**src/rtl/semaphore_client.sv**
```systemverilog
// rtl/semaphore_client.sv - per-core semaphore initiator between execution unit and semaphore router
//
// Turns one core semaphore instruction into a one-cycle router strobe,
// waits a bounded window for ACK, retries with backoff, then pulses a
// pass/fail response back to the core.
//
// Ports:
//   CLK                               clock, rising edge
//   SEMAPHORECLIENT_RESETn            asynchronous active-low reset
//   SEMAPHORECLIENT_REQ_VALID/READY   instruction handshake (READY only in IDLE)
//   SEMAPHORECLIENT_REQ_OP/ADDR/DATA  00 none, 01 create, 10 release, 11 acquire
//   SEMAPHORECLIENT_RSP_VALID/OK/RETRIES  one-cycle response
//   SEMAPHORECLIENT_*_ToRouter        enable + op strobes, latched addr/data
//   SEMAPHORECLIENT_ACK_FromRouter    router acknowledge
module semaphore_client #(
  parameter int AckWindow     = 3,
  parameter int BackoffCycles = 2,
  parameter int MaxRetries    = 15
) (
  input  logic       CLK,
  input  logic       SEMAPHORECLIENT_RESETn,
  input  logic       SEMAPHORECLIENT_REQ_VALID,
  output logic       SEMAPHORECLIENT_REQ_READY,
  input  logic [1:0] SEMAPHORECLIENT_REQ_OP,
  input  logic [7:0] SEMAPHORECLIENT_REQ_ADDR,
  input  logic [3:0] SEMAPHORECLIENT_REQ_DATA,
  output logic       SEMAPHORECLIENT_RSP_VALID,
  output logic       SEMAPHORECLIENT_RSP_OK,
  output logic [3:0] SEMAPHORECLIENT_RSP_RETRIES,
  output logic       SEMAPHORECLIENT_EN_ToRouter,
  output logic       SEMAPHORECLIENT_CREATE_ToRouter,
  output logic       SEMAPHORECLIENT_RELEASE_ToRouter,
  output logic       SEMAPHORECLIENT_ACQUIRE_ToRouter,
  output logic [7:0] SEMAPHORECLIENT_Addr_ToRouter,
  output logic [3:0] SEMAPHORECLIENT_Data_ToRouter,
  input  logic       SEMAPHORECLIENT_ACK_FromRouter
);

  typedef enum logic [2:0] {
    S_IDLE,
    S_ISSUE,
    S_WAIT,
    S_BACKOFF,
    S_RESP
  } state_t;

  state_t     state_q, state_d;
  logic [1:0] op_q, op_d;
  logic [7:0] addr_q, addr_d;
  logic [3:0] data_q, data_d;
  logic [3:0] retry_q, retry_d;
  logic [7:0] cnt_q, cnt_d;   // shared by WAIT window and BACKOFF delay
  logic       ok_q, ok_d;

  always_ff @(posedge CLK or negedge SEMAPHORECLIENT_RESETn) begin
    if (!SEMAPHORECLIENT_RESETn) begin
      state_q <= S_IDLE;
      op_q    <= 2'd0;
      addr_q  <= 8'd0;
      data_q  <= 4'd0;
      retry_q <= 4'd0;
      cnt_q   <= 8'd0;
      ok_q    <= 1'b0;
    end else begin
      state_q <= state_d;
      op_q    <= op_d;
      addr_q  <= addr_d;
      data_q  <= data_d;
      retry_q <= retry_d;
      cnt_q   <= cnt_d;
      ok_q    <= ok_d;
    end
  end

  // Strobes decode from the state register only, so an asserted reset
  // drops them in the same instant without waiting for a clock.
  always_comb begin
    state_d = state_q;
    op_d    = op_q;
    addr_d  = addr_q;
    data_d  = data_q;
    retry_d = retry_q;
    cnt_d   = cnt_q;
    ok_d    = ok_q;

    SEMAPHORECLIENT_REQ_READY        = 1'b0;
    SEMAPHORECLIENT_RSP_VALID        = 1'b0;
    SEMAPHORECLIENT_RSP_OK           = 1'b0;
    SEMAPHORECLIENT_RSP_RETRIES      = 4'd0;
    SEMAPHORECLIENT_EN_ToRouter      = 1'b0;
    SEMAPHORECLIENT_CREATE_ToRouter  = 1'b0;
    SEMAPHORECLIENT_RELEASE_ToRouter = 1'b0;
    SEMAPHORECLIENT_ACQUIRE_ToRouter = 1'b0;

    case (state_q)
      S_IDLE: begin
        SEMAPHORECLIENT_REQ_READY = 1'b1;
        if (SEMAPHORECLIENT_REQ_VALID) begin
          retry_d = 4'd0;
          ok_d    = 1'b0;
          if (SEMAPHORECLIENT_REQ_OP != 2'b00) begin
            op_d    = SEMAPHORECLIENT_REQ_OP;
            addr_d  = SEMAPHORECLIENT_REQ_ADDR;
            data_d  = SEMAPHORECLIENT_REQ_DATA;
            state_d = S_ISSUE;
          end else begin
            // Null op: answer at once, router never sees it.
            state_d = S_RESP;
          end
        end
      end

      S_ISSUE: begin
        SEMAPHORECLIENT_EN_ToRouter      = 1'b1;
        SEMAPHORECLIENT_CREATE_ToRouter  = (op_q == 2'b01);
        SEMAPHORECLIENT_RELEASE_ToRouter = (op_q == 2'b10);
        SEMAPHORECLIENT_ACQUIRE_ToRouter = (op_q == 2'b11);
        cnt_d   = 8'd0;
        state_d = S_WAIT;
      end

      S_WAIT: begin
        if (SEMAPHORECLIENT_ACK_FromRouter) begin
          ok_d    = 1'b1;
          state_d = S_RESP;
        end else if (cnt_q == 8'(AckWindow - 1)) begin
          if (retry_q == 4'(MaxRetries)) begin
            ok_d    = 1'b0;
            state_d = S_RESP;
          end else begin
            retry_d = retry_q + 4'd1;
            cnt_d   = 8'd0;
            state_d = S_BACKOFF;
          end
        end else begin
          cnt_d = cnt_q + 8'd1;
        end
      end

      S_BACKOFF: begin
        if (cnt_q == 8'(BackoffCycles - 1)) begin
          state_d = S_ISSUE;
        end else begin
          cnt_d = cnt_q + 8'd1;
        end
      end

      S_RESP: begin
        SEMAPHORECLIENT_RSP_VALID   = 1'b1;
        SEMAPHORECLIENT_RSP_OK      = ok_q;
        SEMAPHORECLIENT_RSP_RETRIES = retry_q;
        state_d = S_IDLE;
      end

      default: state_d = S_IDLE;
    endcase
  end

  assign SEMAPHORECLIENT_Addr_ToRouter = addr_q;
  assign SEMAPHORECLIENT_Data_ToRouter = data_q;

endmodule

```
**config.mk**
```make
export PLATFORM = sky130hd
export DESIGN_NAME = semaphore_client
export DESIGN_NICKNAME = d
export VERILOG_FILES = /design/src/rtl/semaphore_client.sv
export SDC_FILE = /design/constraint.sdc
export NUM_CORES = 1
export LEC_CHECK = 0
export BUFFER_PORTS_ARGS = -buffer_cell sky130_fd_sc_hd__buf_2
export CORE_MARGIN = 1.5
export CORE_UTILIZATION = 45
export CTS_BUF_LIST = sky130_fd_sc_hd__clkbuf_8 sky130_fd_sc_hd__clkbuf_16
export DETAILED_ROUTE_END_ITERATION = 8
export PLACE_DENSITY = 0.7
export SLEW_MARGIN = 0
export SYNTH_ARGS = -nofsm -noshare
export SYNTH_HDL_FRONTEND = slang
export SYNTH_SLANG_ARGS = --single-unit
```
**constraint.sdc**
```tcl
create_clock -name CLK -period 2.6 [get_ports CLK]
set_clock_uncertainty 0.2 [all_clocks]
set_input_delay 0.52 -clock CLK [delete_from_list [all_inputs] [get_ports CLK]]
set_output_delay 0.52 -clock CLK [all_outputs]
set_load 0.01 [all_outputs]
```
==> results by group <==
Run status
  – Status: finished clean

Setup path
  – Crit path largest cell delay: 0.51 ns
  – Crit path cell chain: inv_1 -> ha_1 -> nor3b_1 -> a21boi_1 -> or3_1 -> nor2_2 -> a311oi_1
  – Reg-to-Reg End: cnt_q[5]
  – Crit-path max FO: 8
  – Critical Path RT: 2.55 ns
  – R2R setup slack: 0.31 ns
  – Critical path endpoint category: register
  – Critical path startpoint category: register
  – Slowest CP cell: or3_1
  – Critical R2R Launch: cnt_q[0]
  – R2R cell count: 7
  – Setup crit end: cnt_q[5]
  – Worst Setup SP: cnt_q[0]
  – Crit Path Class: reg -> reg
  – Crit path DAT: 2.24 ns

Run
  – Max-cap viol count: 0

Yosys
  – Synthesized cell area: 1570 um2
  – Area leader, netlist: dfrtp_1
  – Post-Syn Instances: 142
  – #FFs+latches synth: 30
  – Post-synth EDFFs: 0
  – Synth top area cells: dfrtp_1 48%, mux2_1 7.2%, ha_1 3.2%, mux2_2 2.9%, and2_1 2.4%
  – Post-synth top area share: 47.7%
  – Post-synthesis sequential area ratio: 47.7%
  – Post-synthesis net count: 164
  – Warnings, synthesis: 0
  – Syn_area_per_cell: 11.1 um2
  – Top FF cell, synth: dfrtp_1
  – Ys async rst share: 100%
  – Distinct cells, synth: 45

Clock network
  – Post-CTS sizing: 0
  – TritonCTS buffer count: 5
  – Cts hold-fix bufs: 0
  – Clock Pin Slew Worst Setup and Hold Paths: 0.06 ns
  – Worst skew pair latency: 0.28 ns
  – Max H-tree Level: 2
  – CTS Root Cell: clkbuf_8
  – CTS tree: yes
  – Clk buf depth: 2
  – Post-CTS repair timing setup buffer count: 0
  – Sink Count: 30

Pwr
  – Clock power share: 21.9%
  – Comb power frac: 40.0%
  – Sw Ratio: 37.9%
  – Lkg Pwr: 0.914 nW
  – Pwr Density: 1110 nW/um2
  – Sequential share of power: 38.1%
  – Switch Pwr: 0.816 mW
  – Max VDD drop: 0.518 mV
  – Internal Pwr Total: 1.34 mW

Drt
  – First-iteration detailed-routing DRC count: 58
  – Residual DRC: 0
  – Via count: 1277
  – Per-cell routed wire length: 14.1 um
  – Drt first pass iters: 4
  – Routed Antenna Nets: 0
  – Drt via density: 5.48
  – Routed WL: 3290 um

Placed design
  – Dpl cells: 226
  – Gp weighted congestion: 0.811
  – DP Wirelength: 2520 um
  – Number of port buffers: 40

Worst hold path
  – Hold Crit Class: in -> async

GRT
  – Met2 Use GR: 30.0%
  – Initial antenna violation count: 0
  – Grt total ovfl: 0
  – Top Usage Layer GRT: met2
  – Global-route wire length before repair: 5800 um
  – Vias in the first global route: 1256
  – Overall routing resource usage: 18.7%
  – Global Route met3 Usage: 5.98%
  – Met1 usage: 24.0%
  – Pin count of the biggest net entering global routing: 31

Floorplanning
  – Die width: 62.1 um
  – Row count: 21
  – Core Area: 3340 um2
  – IO Pins: 41
  – Initial Utilization: 47.2%
  – Die area: 3860 um2
  – Die Y: 62.1 um

Layout
  – Non-Filler Instances: 233
  – Share of cells above drive strength 1: 34.2%
  – Synth-to-layout area growth: 23.0%
  – Most frequent cells in the layout: 40 x buf_2, 30 x dfrtp_1, 10 x nor2_1, 10 x mux2_1, 9 x nand2_1
  – Nets: 209
  – Most common cell after layout, fill and taps aside: buf_2
  – Antenna diodes: 0

Timing
  – RSZ-0062 raised after global routing: no
  – Final Slew Violations: 0
  – Post-route minimum period: 2.29 ns
  – Setup violations, final: 0
  – Least-Margin Pin Slew: 0.658 ns
  – Final period utilization: 88.2%
  – Slew HR: 56.1%
  – Fmax: 436 MHz
  – Setup TNS: 0 ns
  – Final hold violations: 0
==> registers in the layout, indices dropped and copies added, names as in the netlist <==
register and cells:
state_q 3, SEMAPHORECLIENT_Addr_ToRouter 8, ok_q 1, SEMAPHORECLIENT_Data_ToRouter 4, cnt_q 8, retry_q 4, op_q 2
==> worst min path at each step <==
stage	slack (ns)	to	cells after the start
floorplan	0.02	SEMAPHORECLIENT_Addr_ToRouter[0]	0
global placement	0.26	SEMAPHORECLIENT_Addr_ToRouter[6]	1
detailed placement	0.27	SEMAPHORECLIENT_Addr_ToRouter[2]	1
CTS	0.09	retry_q[3]	1
global route	0.13	retry_q[1]	1
finish	0.07	retry_q[1]	1
==> layer usage <==
metal / part of all wire (%) / wire length [um]
met2: 48 / 1590
met4: 1.7 / 56
met1: 46 / 1510
met3: 4.0 / 131
met5: 0 / 0
==> power by group through the flow <==
| stage | Combinational, mW | Clock (mW) | Sequential (mW) |
|---|---|---|---|
| after floorplan | 0.610 | 0 | 0.808 |
| after global placement | 0.841 | 0 | 0.808 |
| after detailed placement | 0.863 | 0 | 0.823 |
| after CTS | 0.866 | 0.482 | 0.815 |
| after global routing | 0.955 | 0.506 | 0.850 |
| final | 0.861 | 0.471 | 0.819 |
==> area by class of cell <==
cell class / count / area (um2)
fillers: 289 / 1400
multi-input cells: 102 / 773
flip-flops and latches: 30 / 751
repair buffers: 43 / 223
clock buffers: 6 / 82.6
well taps: 46 / 57.6
clock inverters: 1 / 30.0
inverters: 5 / 18.8
==> cell usage after synthesis (all sizes together), types with 2 or more instances <==
master and number:
dfrtp 30, mux2 14, nor2 11, nand2 9
a21oi 7, and2 6, and3 5, buf 5
inv 5, o21ai 5, a311oi 4, ha 4
nand3 4, a31oi 3, nor3 3, a211oi 2
a41oi 2, nor3b 2, nor4 2, nor4b 2
or3 2
==> logic make-up after synthesis <==
group                      after synthesis  share of synthesized area [%]
and+or+nand+nor                         52                           20.9
AOI/OAI and AO/OA                       31                           14.1
DFF                                     30                           47.7
muxes                                   15                           10.7
buffers and inverters                   10                           3.50
adders and majority gates                4                           3.18
==> worst max-delay path: cells and delay by family (launching register included) <==
family / cells / cell delay (ns)
AND/OR/NAND/NOR: 3 / 1.05
buffers and inverters: 1 / 0.12
adder cells (fa/ha/maj): 1 / 0.16
AO/OA/AOI/OAI: 2 / 0.21
flip-flops: 1 / 0.41
==> metrics by stage <==
| step | utilization [%] | hold WS [ns] | setup slack [ns] | area, um2 | total power [mW] |
|---|---|---|---|---|---|
| 2_1_floorplan | - | 0.0244 | 0.495 | 1570 | 1.42 |
| 3_3_place_gp | 54.5 | 0.265 | 0.422 | 1820 | 1.65 |
| 3_5_place_dp | 54.5 | 0.269 | 0.355 | 1820 | 1.69 |
| 4_1_cts | 57.9 | 0.0915 | 0.178 | 1930 | 2.16 |
| 5_1_grt | 58.0 | 0.135 | 0.0462 | 1940 | 2.31 |
| 6_report | 58.0 | 0.0654 | 0.308 | 1940 | 2.15 |
Power figures use the tool's default switching activity.
